==> config.mk <==
export PLATFORM = sky130hd
export DESIGN_NAME = sram_port_arbiter
export DESIGN_NICKNAME = d
export VERILOG_FILES = /design/src/rtl/sram_port_arbiter_pkg.sv /design/src/rtl/sram_tag_pipe.sv /design/src/rtl/sram_port_arbiter.sv
export SDC_FILE = /design/constraint.sdc
export NUM_CORES = 1
export LEC_CHECK = 0
export BUFFER_PORTS_ARGS = -buffer_cell sky130_fd_sc_hd__buf_2
export CELL_PAD_IN_SITES_DETAIL_PLACEMENT = 1
export CELL_PAD_IN_SITES_GLOBAL_PLACEMENT = 1
export CORE_AREA = 2 2 106 108
export CTS_CLUSTER_SIZE = 24
export DETAILED_ROUTE_END_ITERATION = 8
export DIE_AREA = 0 0 108 110
export HOLD_SLACK_MARGIN = 0.08
export PLACE_DENSITY_LB_ADDON = 0.2
export SLEW_MARGIN = 20
export SYNTH_ARGS = -nofsm -noshare
export SYNTH_HDL_FRONTEND = slang
export SYNTH_SLANG_ARGS = --single-unit
==> constraint.sdc <==
create_clock -name clk -period 5.6 [get_ports clk]
set_clock_uncertainty 0.2 [all_clocks]
set_input_delay 0.84 -clock clk [delete_from_list [all_inputs] [get_ports clk]]
set_output_delay 0.84 -clock clk [all_outputs]
set_load 0.01 [all_outputs]
==> src/rtl/sram_port_arbiter_pkg.sv <==
// Shared types and defaults for the inst/data SRAM port arbiter.
// Owner encodings, response tag layout and streak counter width.
package sram_port_arbiter_pkg;

   localparam int unsigned RD_LAT_DEFAULT = 1;
   localparam int unsigned STREAK_W       = 4;

   typedef enum logic {
      OWNER_INST = 1'b0,
      OWNER_DATA = 1'b1
   } owner_e;

   typedef struct packed {
      logic   vld;
      owner_e owner;
      logic   cancelled;
   } tag_t;

endpackage

==> src/rtl/sram_tag_pipe.sv <==
// RD_LAT-deep shift register of response tags with a parallel cancel mark.
// The last stage is the tag whose SRAM data is on sram_rdata this cycle.
module sram_tag_pipe
   import sram_port_arbiter_pkg::*;
#(
   parameter int unsigned RD_LAT = RD_LAT_DEFAULT
) (
   input  logic   clk,
   input  logic   resetn,
   input  logic   push,
   input  owner_e push_owner,
   input  logic   cancel,
   output tag_t   head
);

   tag_t stage_q [RD_LAT];
   tag_t stage_d [RD_LAT];

   always_comb begin
      // A tag entering this cycle belongs to a fetch granted alongside the cancel, so it stays live.
      stage_d[0].vld       = push;
      stage_d[0].owner     = push_owner;
      stage_d[0].cancelled = 1'b0;
      for (int unsigned i = 1; i < RD_LAT; i++) begin
         stage_d[i] = stage_q[i-1];
         if (cancel && (stage_q[i-1].owner == OWNER_INST)) begin
            stage_d[i].cancelled = 1'b1;
         end
      end
   end

   always_ff @(posedge clk or negedge resetn) begin
      if (!resetn) begin
         stage_q <= '{default: '0};
      end else begin
         stage_q <= stage_d;
      end
   end

   assign head = stage_q[RD_LAT-1];

endmodule

==> src/rtl/sram_port_arbiter.sv <==
// Shares one single-ported SRAM between fetch and load/store requesters with
// starvation-bounded data priority and fixed-latency in-order response routing.
module sram_port_arbiter
   import sram_port_arbiter_pkg::*;
#(
   parameter int unsigned RD_LAT     = RD_LAT_DEFAULT,
   parameter int unsigned MAX_STREAK = 4
) (
   input  logic        clk,
   input  logic        resetn,
   input  logic        inst_req,
   input  logic [31:0] inst_addr,
   input  logic        inst_cancel,
   output logic        inst_addr_ok,
   output logic        inst_data_ok,
   output logic [31:0] inst_rdata,
   input  logic        data_req,
   input  logic        data_wr,
   input  logic [3:0]  data_wstrb,
   input  logic [31:0] data_addr,
   input  logic [31:0] data_wdata,
   output logic        data_addr_ok,
   output logic        data_data_ok,
   output logic [31:0] data_rdata,
   output logic        sram_en,
   output logic [3:0]  sram_we,
   output logic [31:0] sram_addr,
   output logic [31:0] sram_wdata,
   input  logic [31:0] sram_rdata
);

   logic                streak_max;
   logic                gnt_inst;
   logic                gnt_data;
   logic [STREAK_W-1:0] streak_q;
   logic [STREAK_W-1:0] streak_d;
   tag_t                head;

   always_comb begin
      streak_max = (streak_q == STREAK_W'(MAX_STREAK));
      gnt_inst   = resetn & inst_req & (~data_req | streak_max);
      gnt_data   = resetn & data_req & ~gnt_inst;
      // Streak only counts data wins that kept a waiting fetch out.
      streak_d   = streak_q;
      if (!inst_req || gnt_inst) begin
         streak_d = '0;
      end else if (gnt_data && !streak_max) begin
         streak_d = streak_q + 1'b1;
      end
   end

   always_ff @(posedge clk or negedge resetn) begin
      if (!resetn) begin
         streak_q <= '0;
      end else begin
         streak_q <= streak_d;
      end
   end

   assign inst_addr_ok = gnt_inst;
   assign data_addr_ok = gnt_data;
   assign sram_en      = gnt_inst | gnt_data;
   assign sram_we      = (gnt_data && data_wr) ? data_wstrb : '0;
   assign sram_addr    = gnt_inst ? inst_addr : data_addr;
   assign sram_wdata   = data_wdata;

   sram_tag_pipe #(
      .RD_LAT (RD_LAT)
   ) u_tag_pipe (
      .clk        (clk),
      .resetn     (resetn),
      .push       (gnt_inst | gnt_data),
      .push_owner (gnt_inst ? OWNER_INST : OWNER_DATA),
      .cancel     (inst_cancel),
      .head       (head)
   );

   // The emerging tag is dropped combinationally when the cancel lands on its response cycle.
   assign inst_data_ok = head.vld & (head.owner == OWNER_INST) & ~head.cancelled & ~inst_cancel;
   assign data_data_ok = head.vld & (head.owner == OWNER_DATA);
   assign inst_rdata   = sram_rdata;
   assign data_rdata   = sram_rdata;

endmodule
* Word level (Yosys, flattened, before mapping)
Cells that the tools add are included.
** Word-level totals
- Input port bits :: 138
- Logic and storage cells :: 29
- Flip-flop bits (word level) :: 6
** Operators by class
- Equality and inequality tests :: 1
- Multiplexer cells :: 5
- Reductions and logical operators :: 6
- $add $sub $neg :: 1
- Bitwise operators :: 13
** Operator list (number)
- $mux W32 :: 1
- $mux W4 :: 3
- $and A1 B1 Y1 :: 7
- $add A4 B1 Y4 const B :: 1
- $eq A4 B3 Y1 const B :: 1
- $not A1 Y1 :: 4
- $logic_and A1 B1 Y1 :: 2
- $logic_not A1 Y1 :: 2
- $or A1 B1 Y1 :: 2
- $reduce_bool A2 Y1 :: 1
- $logic_or A1 B1 Y1 :: 1
- $mux W1 :: 1

* Longest topological paths before layout
- Word-level depth :: 8
- Depth in mapped cells :: 6
- Gate-level depth less buffers :: 5

* By module
A second synthesis with hierarchy kept.
** Second synthesis, totals
- Cells, all modules :: 173
- Area, all modules :: 1520.2 sq um
** Modules (own cells, without submodules)
- sram_port_arbiter :: cells an instance 169, times used 1, seq. area each 100.1 sq um, area an instance 1458.9 sq um
- sram_tag_pipe :: cells an instance 4, times used 1, seq. area each 50.0 sq um, area an instance 61.3 sq um

* Worst setup path before layout
OpenSTA, ideal clock, no wires.
- Kind :: input to output
- From :: input data_req
- To :: output sram_addr[19]
- Path buffers :: 2
- Arrival time :: 1.763 ns
- Cell stages on the path :: 4
- Path slack :: 2.797 ns
- Cell sequence :: clkbuf_2 > a21oi_4 > buf_6 > mux2_2
** On the way
- Longest elaborated chain between the ends :: 4
** Ends and longest elaborated chain
- from (decl) :: RTL line sram_port_arbiter.sv:17 : input logic data_req,
- $not A1 Y1 :: RTL line sram_port_arbiter.sv:41 : gnt_inst = resetn & inst_req & (~data_req | streak_max);
- $or A1 B1 Y1 :: RTL line sram_port_arbiter.sv:41
- $and A1 B1 Y1 :: RTL line sram_port_arbiter.sv:41
- named net inst_addr_ok :: RTL line sram_port_arbiter.sv:14 : output logic inst_addr_ok,
- $mux W32 :: RTL line sram_port_arbiter.sv:64 : assign sram_addr = gnt_inst ? inst_addr : data_addr;
- to (decl) :: RTL line sram_port_arbiter.sv:27 : output logic [31:0] sram_addr,
The timed path passes the listed nets, and every way through them passes these cells.

* Final worst setup path
- From :: input resetn
- To :: output sram_addr[27]
** On the way
- Longest elaborated chain between the ends :: 3
** Ends and longest elaborated chain
- from (decl) :: RTL line sram_port_arbiter.sv:10 : input logic resetn,
- $and A1 B1 Y1 (2 in a row) :: RTL line sram_port_arbiter.sv:41
- $mux W32 :: RTL line sram_port_arbiter.sv:64
No other way between the ends.

==> impl_metrics.ini <==
[timing]
unrepaired_setup_endpoints_after_global_routing = false
finalHoldViolCount = 0
final.setup.tns_ns = 0
final.setup.worst_slack_ns = 2.00
tightest_slew_ns = 0.744
finalSetupViolations = 0
period_needed_ns = 3.60
maxSlewHeadroom = 0.503
peak_clock_frequency_supported_by_timing_mhz = 278
maxSlewViolCount = 0
min_period_over_period = 0.643

[setup_path]
worstReg2RegStart = streak_q[0]
critPathLaunchType = input pin
regToRegEndpoint = u_tag_pipe.head[1]
worst_path_class_setup = in2out
timing.critical_path.fanout_max = 19
worst_setup_ep_type = output pin
r2r_setup_slack_ns = 3.71
timing.critical_path.required_ns = 4.56
arrival_ns = 2.56
worst_r2r_path_depth = 5
critical_path_origin = resetn

[clocking]
insertion_delay_ns = 0.23
bufs_on_longest_clock_path = 2
resized_gates_after_cts = 0
cts_made_buffers = 3
clock_tree.htree_level_count = 1
clkSinkCount = 6
cts_post_setup_buffers_inserted = 0
cts-hold-fix-buffers = 0
tritoncts_clock_tree = built
root_buffer = clkbuf_8
clk_pin_slew_ns = 0.04

[global_routing]
grt_max_degree = 20
grt_overflow_total = 0
grt_pass1_wl_um = 7080
number_of_antenna_violations_at_the_first_check_in_global_routing = 0
via_count_of_the_first_global_routing_pass = 1191
gr-usage-all-layers = 0.0813

[power_and_ir_drop]
power_leakage_uw = 0.000786
power.density_cell_area_nw_per_um2 = 128
peakVddDrop_uv = 52.5

[synthesis]
post_synthesis_async_set_or_reset_flop_share = 1.00
yosysTopAreaCell = buf_4
mappedNetlistArea_sq_um = 1500
post_synth_inst_count = 171
yosys_register_bits = 6
yosysTopAreaCellShare = 0.480
synth_compound_area_frac = 0.0433
synthSimpleGateAreaFrac = 0.0742
synthesis.yosys.warnings = 0
post_synth_xor_area_fraction = 0
top_flip_flop_cell_by_instance_count_after_synthesis = dfrtp_1
synth_top_family_by_area = buffers and inverters
yosys-mux-area-fraction = 0.248
net_count_of_the_mapped_netlist = 311
synth_edf_count = 0
synth.most_common_cell = buf_4
yosysSeqAreaShare = 0.100
synthDistinctLibCells = 25
yosys.area_share.adder = 0.0167
most_common_library_cells_after_synthesis = 96 x buf_4, 29 x mux2_2, 6 x dfrtp_1
syn-mean-instance-area_sq_um = 8.78
synth_top_cells_by_area = buf_4 48%, mux2_2 22%, dfrtp_1 10%

[detailed_routing]
wl_per_cell_um = 15.3
route.antenna.remaining_nets = 0
num_vias = 1127
firstDrtPassIters = 2
route.detailed.vias_per_inst = 3.43
detailedRoute.firstIterationViolations = 21
finalWirelength_um = 5050
drc = 0

[cells_and_area]
final_nets = 331
layout.cell_area.non_filler_sq_um = 1560
post_route_cells_drive_above_1_share = 0.788
flow.area_growth_from_synthesis_pct = 3.67
num_antenna_cells = 0

[floorplanning]
die_area_sq_um = 11900
design.core.area_sq_um = 10700
die_width_um = 108
initial_core_util = 0.140
top_level_ports = 275
dieHeight_um = 110
num_rows = 38

[flow_run]
cap_viol_max_count = 0

[placement]
place_worst_setup_slack_ns = 1.93
postPlaceCellArea_sq_um = 1520
place.port_buffers = 114
place_hpwl_um = 4500
gp_congestion = 0.713

[run_status]
outcome = finished, final reports clean

[hold_path]
hold_path_class = in2async
through the flow:
stage | utilization | std cells | power (uW) | hold WS (ns)
after floorplan | - | 171 | 157 | 0.282
final | 0.145 | 329 | 199 | 0.283
after global routing | 0.145 | 329 | 215 | 0.300
after detailed placement | 0.142 | 326 | 135 | 0.345
after CTS | 0.145 | 329 | 205 | 0.277
after global placement | 0.139 | 325 | 133 | 0.341
flip-flops by register name, summed over array words and instances (netlist names):
register and flops:
streak_q 4, u_tag_pipe.head 2
per-layer routing:
layer,part of all wire,global-route usage,vias to the layer above
li1,-,-,502
met1,0.30,0.0697,495
met2,0.52,0.146,118
met3,0.16,0.0570,12
met4,0.018,0.0339,0
met5,0,0,-
kinds of logic (layout without fill, tap and decap cells):
family | Yosys count | count (layout)
and+or+nand+nor | 17 | 17
adders and majority gates | 2 | 2
AOI/OAI and AO/OA | 8 | 8
buffers and inverters | 105 | 123
DFF | 6 | 6
muxes | 33 | 33
cells in the final DEF, fill, tap and decap left out:
| cell type | Yosys | final |
|---|---|---|
| a21oi_1 | 1 | 1 |
| nand3b_4 | 1 | 1 |
| mux2_1 | 4 | 4 |
| nand2_1 | 4 | 4 |
| dfrtp_1 | 6 | 6 |
| and3_1 | 4 | 4 |
| nand3_1 | 2 | 2 |
| o211a_1 | 1 | 1 |
| nand4b_1 | 1 | 1 |
| a21oi_4 | 1 | 1 |
| o21a_1 | 1 | 1 |
| o21ai_0 | 2 | 2 |
| a21boi_0 | 1 | 1 |
| nand4_1 | 1 | 1 |
| ha_1 | 2 | 2 |
| clkbuf_8 | 0 | 3 |
| inv_1 | 5 | 5 |
| nor2b_1 | 1 | 1 |
| nor3b_1 | 1 | 1 |
| nand2b_1 | 1 | 1 |
| mux2_2 | 29 | 29 |
| o32ai_1 | 1 | 1 |
| buf_2 | 0 | 114 |
| buf_16 | 0 | 1 |
| and2_1 | 1 | 1 |
final cells by class:
type                       instances  area [sq um]
inverter                           5          18.8
timing repair buffer             115           598
multi-input combinational         60           573
fill                            1295          9140
tap                              140           175
clock buffer                       3          41.3
sequential                         6           150
report_power, final:
part	internal [uW]	switching (uW)
logic	48.4	38.1
registers	44.9	1.15
clock network	46.3	19.9
total	140	59.1
critical path, cell delays in order:
cell	delay (ns)
buf_2	0.25
nand2_1	0.14
a21oi_4	0.60
buf_16	0.23
mux2_2	0.35
buf_2	0.15
worst max-delay path by stage:
| stage | end | slack [ns] | depth (start not counted) |
|---|---|---|---|
| 6_report | sram_addr[27] | 2.00 | 6 |
| 2_1_floorplan | sram_addr[19] | 2.80 | 4 |
| 4_1_cts | sram_addr[27] | 1.92 | 6 |
| 3_3_place_gp | sram_addr[27] | 1.80 | 5 |
| 3_5_place_dp | sram_addr[27] | 1.93 | 6 |
| 5_1_grt | sram_addr[27] | 1.79 | 6 |
Note: power is estimated with default switching activity, not from simulation.
